<file path="src/rtl/regfile_pkg.sv">
// Shared defaults and address helpers for the Decode-stage register file.
package regfile_pkg;

  localparam int DW_DEF     = 32;
  localparam int NREG_DEF   = 16;
  localparam int NR_DEF     = 3;
  localparam int NW_DEF     = 2;
  localparam int PC_IDX_DEF = 15;

  // Address width for a file of n registers; never narrower than one bit.
  function automatic int addr_width(input int n);
    return (n <= 2) ? 1 : $clog2(n);
  endfunction

  localparam int AW_DEF = addr_width(NREG_DEF);

  typedef logic [AW_DEF-1:0] reg_addr_t;

endpackage

</file>
<file path="src/rtl/rf_fwd_mux.sv">
// One read port: PC select, write-first forwarding and busy generation.
module rf_fwd_mux
  import regfile_pkg::*;
#(
  parameter int DW     = DW_DEF,
  parameter int NREG   = NREG_DEF,
  parameter int NW     = NW_DEF,
  parameter int PC_IDX = PC_IDX_DEF,
  localparam int AW    = addr_width(NREG)
) (
  input  logic                     reset_i,
  input  logic [AW-1:0]            rd_addr_i,
  input  logic [DW-1:0]            pc_in_i,
  input  logic [NW-1:0]            wr_en_i,
  input  logic [NW-1:0][AW-1:0]    wr_addr_i,
  input  logic [NW-1:0][DW-1:0]    wr_data_i,
  input  logic [NREG-1:0][DW-1:0]  mem_i,
  input  logic [NREG-1:0]          pend_i,
  output logic [DW-1:0]            rd_data_o,
  output logic                     rd_busy_o
);

  logic          fwd_hit;
  logic [DW-1:0] fwd_data;
  logic          in_range;

  assign in_range = ({1'b0, rd_addr_i} < (AW+1)'(NREG));

  // Highest-index matching write port supplies forwarded data; reset kills forwarding.
  always_comb begin
    fwd_hit  = 1'b0;
    fwd_data = '0;
    for (int j = 0; j < NW; j++) begin
      if (!reset_i && wr_en_i[j] && (wr_addr_i[j] == rd_addr_i)) begin
        fwd_hit  = 1'b1;
        fwd_data = wr_data_i[j];
      end
    end
  end

  // Priority: PC, then out-of-range (reads zero), then forwarded write, then stored entry.
  always_comb begin
    rd_data_o = '0;
    rd_busy_o = 1'b0;
    if (rd_addr_i == AW'(PC_IDX)) begin
      rd_data_o = pc_in_i;
    end else if (!in_range) begin
      rd_data_o = '0;
    end else if (fwd_hit) begin
      rd_data_o = fwd_data;
    end else begin
      rd_data_o = mem_i[rd_addr_i];
      rd_busy_o = pend_i[rd_addr_i];
    end
  end

endmodule

</file>
<file path="src/rtl/regfile_scoreboard.sv">
// Multi-port register file with per-register pending bits for the hazard unit.
module regfile_scoreboard
  import regfile_pkg::*;
#(
  parameter int DW     = DW_DEF,
  parameter int NREG   = NREG_DEF,
  parameter int NR     = NR_DEF,
  parameter int NW     = NW_DEF,
  parameter int PC_IDX = PC_IDX_DEF,
  localparam int AW    = addr_width(NREG)
) (
  input  logic                   clk,
  input  logic                   reset,
  input  logic [NR-1:0][AW-1:0]  rd_addr,
  output logic [NR-1:0][DW-1:0]  rd_data,
  output logic [NR-1:0]          rd_busy,
  input  logic [DW-1:0]          pc_in,
  input  logic [NW-1:0]          wr_en,
  input  logic [NW-1:0][AW-1:0]  wr_addr,
  input  logic [NW-1:0][DW-1:0]  wr_data,
  input  logic                   iss_en,
  input  logic [AW-1:0]          iss_addr,
  output logic [AW:0]            pend_cnt
);

  logic [NREG-1:0][DW-1:0] mem_q, mem_d;
  logic [NREG-1:0]         pend_q, pend_d;
  logic [NREG-1:0]         wr_hit, iss_hit;
  logic [AW:0]             cnt_q, cnt_d;

  // Decode which registers are written back and which one is being issued; PC never matches.
  always_comb begin
    wr_hit  = '0;
    iss_hit = '0;
    for (int r = 0; r < NREG; r++) begin
      if (r != PC_IDX) begin
        iss_hit[r] = iss_en && (iss_addr == AW'(r));
        for (int j = 0; j < NW; j++) begin
          if (wr_en[j] && (wr_addr[j] == AW'(r))) begin
            wr_hit[r] = 1'b1;
          end
        end
      end
    end
  end

  // Next storage and pending state; ascending port loop lets the higher port win, issue beats retire.
  always_comb begin
    mem_d  = mem_q;
    pend_d = pend_q;
    for (int r = 0; r < NREG; r++) begin
      if (r != PC_IDX) begin
        for (int j = 0; j < NW; j++) begin
          if (wr_en[j] && (wr_addr[j] == AW'(r))) begin
            mem_d[r] = wr_data[j];
          end
        end
        pend_d[r] = iss_hit[r] | (pend_q[r] & ~wr_hit[r]);
      end
    end
  end

  // Popcount of the next pending vector so the counter tracks the bits on the same edge.
  always_comb begin
    cnt_d = '0;
    for (int r = 0; r < NREG; r++) begin
      cnt_d = cnt_d + (AW+1)'(pend_d[r]);
    end
  end

  // State registers with synchronous reset.
  always_ff @(posedge clk) begin
    if (reset) begin
      mem_q  <= '0;
      pend_q <= '0;
      cnt_q  <= '0;
    end else begin
      mem_q  <= mem_d;
      pend_q <= pend_d;
      cnt_q  <= cnt_d;
    end
  end

  assign pend_cnt = cnt_q;

  for (genvar i = 0; i < NR; i++) begin : g_rd
    rf_fwd_mux #(
      .DW     (DW),
      .NREG   (NREG),
      .NW     (NW),
      .PC_IDX (PC_IDX)
    ) u_mux (
      .reset_i   (reset),
      .rd_addr_i (rd_addr[i]),
      .pc_in_i   (pc_in),
      .wr_en_i   (wr_en),
      .wr_addr_i (wr_addr),
      .wr_data_i (wr_data),
      .mem_i     (mem_q),
      .pend_i    (pend_q),
      .rd_data_o (rd_data[i]),
      .rd_busy_o (rd_busy[i])
    );
  end

endmodule

</file>
<file path="config.mk">
export PLATFORM = sky130hd
export DESIGN_NAME = regfile_scoreboard
export DESIGN_NICKNAME = d
export VERILOG_FILES = /design/src/rtl/regfile_pkg.sv /design/src/rtl/rf_fwd_mux.sv /design/src/rtl/regfile_scoreboard.sv
export SDC_FILE = /design/constraint.sdc
export NUM_CORES = 2
export LEC_CHECK = 0
export BUFFER_PORTS_ARGS = -buffer_cell sky130_fd_sc_hd__buf_4
export CAP_MARGIN = 20
export CORE_UTILIZATION = 30
export DETAILED_ROUTE_END_ITERATION = 7
export GPL_TIMING_DRIVEN = 0
export PLACE_DENSITY_LB_ADDON = 0.3
export SLEW_MARGIN = 20
export SYNTH_ARGS = -nofsm -noshare
export SYNTH_HDL_FRONTEND = slang
export SYNTH_HIERARCHICAL = 1
export SYNTH_SLANG_ARGS = --single-unit
export TNS_END_PERCENT = 10
</file>
<file path="constraint.sdc">
create_clock -name clk -period 6.4 [get_ports clk]
set_input_delay 0.96 -clock clk [delete_from_list [all_inputs] [get_ports clk]]
set_output_delay 0.96 -clock clk [all_outputs]
set_load 0.01 [all_outputs]
</file>
==> results.json <==
{
  "timing.rr.end": "pend_cnt[2]$_SDFF_PP0_",
  "nFillCells": 14700,
  "num_vias": 49900,
  "dieHeight_um": 377,
  "period_share_pct": 101,
  "clk_latency_ns": 0.67,
  "place_area_um2": 46600,
  "power_density_nw_per_um2": 201,
  "worst_slew_pin_slew_ns": 1.38,
  "fmax_ghz": 0.155,
  "placed_cells": 7054,
  "cts_root_buf": "clkbuf_16",
  "drtIter0Drc": 8736,
  "synth_area_um2": 42200,
  "leakage_nw": 14.9,
  "rsz0062_at_grt": "no",
  "synth_common_cells": "981 x nand2_1, 579 x nor3_1, 499 x dfxtp_1, 480 x a311oi_1, 435 x o21ai_0",
  "hpwl_mm": 219,
  "layout-drive-gt1-share_pct": 24.7,
  "preCtsSetupSlack_ns": -0.323,
  "rr_worst_depth": 10,
  "overflow": 0,
  "grt_pass1_wl_mm": 380,
  "initial_core_util_pct": 30.2,
  "regToRegSetupSlack_ns": 1.85,
  "ys.flop_type": "dfxtp_1",
  "end_kind": "flip-flop",
  "die-area_um2": 142000,
  "antenna_found_initial": 18,
  "die_w_um": 377,
  "yosysWarningCount": 6,
  "wire_per_inst_um": 39.1,
  "vdd_drop_max_mv": 0.172,
  "violations": "DRC, setup timing",
  "place_congestion": 1.13,
  "cts_tree": "built",
  "clock_path_buffers": 3,
  "min_period_ns": 6.44,
  "hold_viol_final": 0,
  "core-area_um2": 140000,
  "vias_per_cell": 6.94,
  "outcome": "finished with violations",
  "min_path_type": "flip-flop to flip-flop",
  "setup_violations": 1,
  "max_slew_margin_pct": 8.18,
  "min_from": "mem_q[183]$_SDFFE_PP0P_",
  "ys_types": 50,
  "synthCells": 4860,
  "post-cts-setup-buffers": 0,
  "async_reset_ff_share_pct": 0,
  "reg2reg_from": "pend_q[9]$_SDFF_PP0_",
  "maxCapViolations": 0,
  "grt_pass1_vias": 45000,
  "total_power_mw": 9.80,
  "io_pins": 229,
  "groute.usage.overall_pct": 38.4,
  "startpoint_type": "input pin",
  "cts.sinks": 499,
  "synth_seq_cells": 499,
  "syn_to_final_growth_pct": 15.9,
  "avgSynthCellArea_um2": 8.67,
  "drv_slew": 0,
  "fin_nets": 5384,
  "min_to": "mem_q[183]$_SDFFE_PP0P_",
  "grt_max_degree": 13,
  "synthTopCellsByArea": "dfxtp_1 24%, mux4_2 21%, a311oi_1 10%",
  "timing.final.ws_setup_ns": -0.0445,
  "fin_area_um2": 48800,
  "synth_top_cell_by_area": "dfxtp_1",
  "cts_hold_buffers": 0,
  "crit_arrival_ns": 6.98,
  "cts.clk_slew.worst_paths_ns": 0.06,
  "critical_path_class": "input pin to flip-flop",
  "stdcell_count": 7188,
  "yosysTopAreaCellShare_pct": 23.7,
  "fin_worst_skew_ns": 0.00817,
  "ys_seq_area_share_pct": 23.7,
  "detail-route-antenna-nets": 0,
  "rows": 137,
  "drt_wl_total_mm": 281,
  "synth_edf_count": 0,
  "post-route-drc-count": 3,
  "first_pass_iters": 8,
  "cts_made_buffers": 67,
  "postCtsResizedCells": 0,
  "setup_tns_ns": -0.0445,
  "portBuffers": 218,
  "holdPathStages": 2,
  "cp-startpoint": "wr_addr[1]",
  "synth.most_common_cell": "nand2_1",
  "critPathRequiredTime_ns": 6.94,
  "path_max_fanout": 10,
  "htreeDepth": 3
}
-- kinds of logic (layout without fill, tap and decap cells) --
kind of cell | count (synthesis) | after routing | share of synthesized area (%)
simple gates | 1913 | 1913 | 22.5
compound gates | 1289 | 1289 | 22.9
buf+inv | 731 | 1072 | 8.74
flops | 499 | 499 | 23.7
mux | 399 | 399 | 21.2
xor+xnor | 16 | 16 | 0.332
fa+ha+maj | 12 | 12 | 0.534
other cells | 1 | 112 | 0.00889
-- registers in the layout, summed over array words and instances (netlist names) --
| signal | count |
|---|---|
| mem_q | 480 |
| pend_q | 15 |
| pend_cnt | 4 |
-- power by group --
group          internal [mW]  switching [mW]  leakage, nW
clock network           2.36            1.73         1.11
logic                  0.738            1.66         9.78
registers               3.21           0.107         4.05
total                   6.30            3.50         14.9
-- area by class of cell --
type                       instances  area (um^2)  share of cell area [%]
inverter                          16         60.1                   0.123
sequential                       499         9990                    20.5
tap                             1876         2350                    4.81
multi-input combinational       3726        28800                    59.0
buffer                           715         3640                    7.45
antenna                           15         37.5                  0.0768
timing repair buffer             222         1680                    3.44
clock inverter                    26          323                   0.661
clock buffer                      93         1930                    3.94
-- cells in the final DEF, fill, tap and decap left out, types with 96 or more instances in the layout --
cell type  instances
dfxtp_1          499
nor3_1           579
nor2b_1          132
a311oi_1         480
a21oi_1          139
buf_2            193
o41ai_2           96
buf_4            282
conb_1            97
nand2_1          981
clkbuf_1         398
mux4_2           396
o21ai_0          435
-- metal layers --
layer  track usage, %  vias up  part of all wire, %
met5            0.858        -                0.086
met4             26.6       16                  8.5
met3             14.6     1011                   15
met2             52.1     4822                   39
met1             49.5    24700                   38
li1                 -    19300                    -
-- through the flow --
step / hold slack, ns / util (%)
2_1_floorplan: 0.488 / -
6_report: 0.535 / 35.0
3_3_place_gp: 0.511 / 33.3
4_1_cts: 0.530 / 35.0
3_5_place_dp: 0.522 / 33.4
5_1_grt: 0.549 / 35.0
-- how the worst max path moves through the flow --
stage	to	slack (ns)
floorplan	pend_cnt[2]$_SDFF_PP0_	1.28
global placement	pend_cnt[2]$_SDFF_PP0_	-0.35
detailed placement	pend_cnt[2]$_SDFF_PP0_	-0.32
CTS	pend_cnt[2]$_SDFF_PP0_	0.32
global route	pend_cnt[2]$_SDFF_PP0_	0.04
finish	pend_cnt[2]$_SDFF_PP0_	-0.04
-- critical path: stages --
cell      delay, ns
buf_4          0.16
buf_2          0.24
nand2b_1       0.60
buf_2          0.68
buf_2          0.63
o221ai_1       0.38
and2_1         0.28
fa_1           0.46
fa_1           0.54
fa_1           0.45
fa_1           0.49
fa_1           0.43
fa_1           0.44
xor2_1         0.16
nor2_1         0.06
No activity file was read; power rests on OpenSTA's default activity.
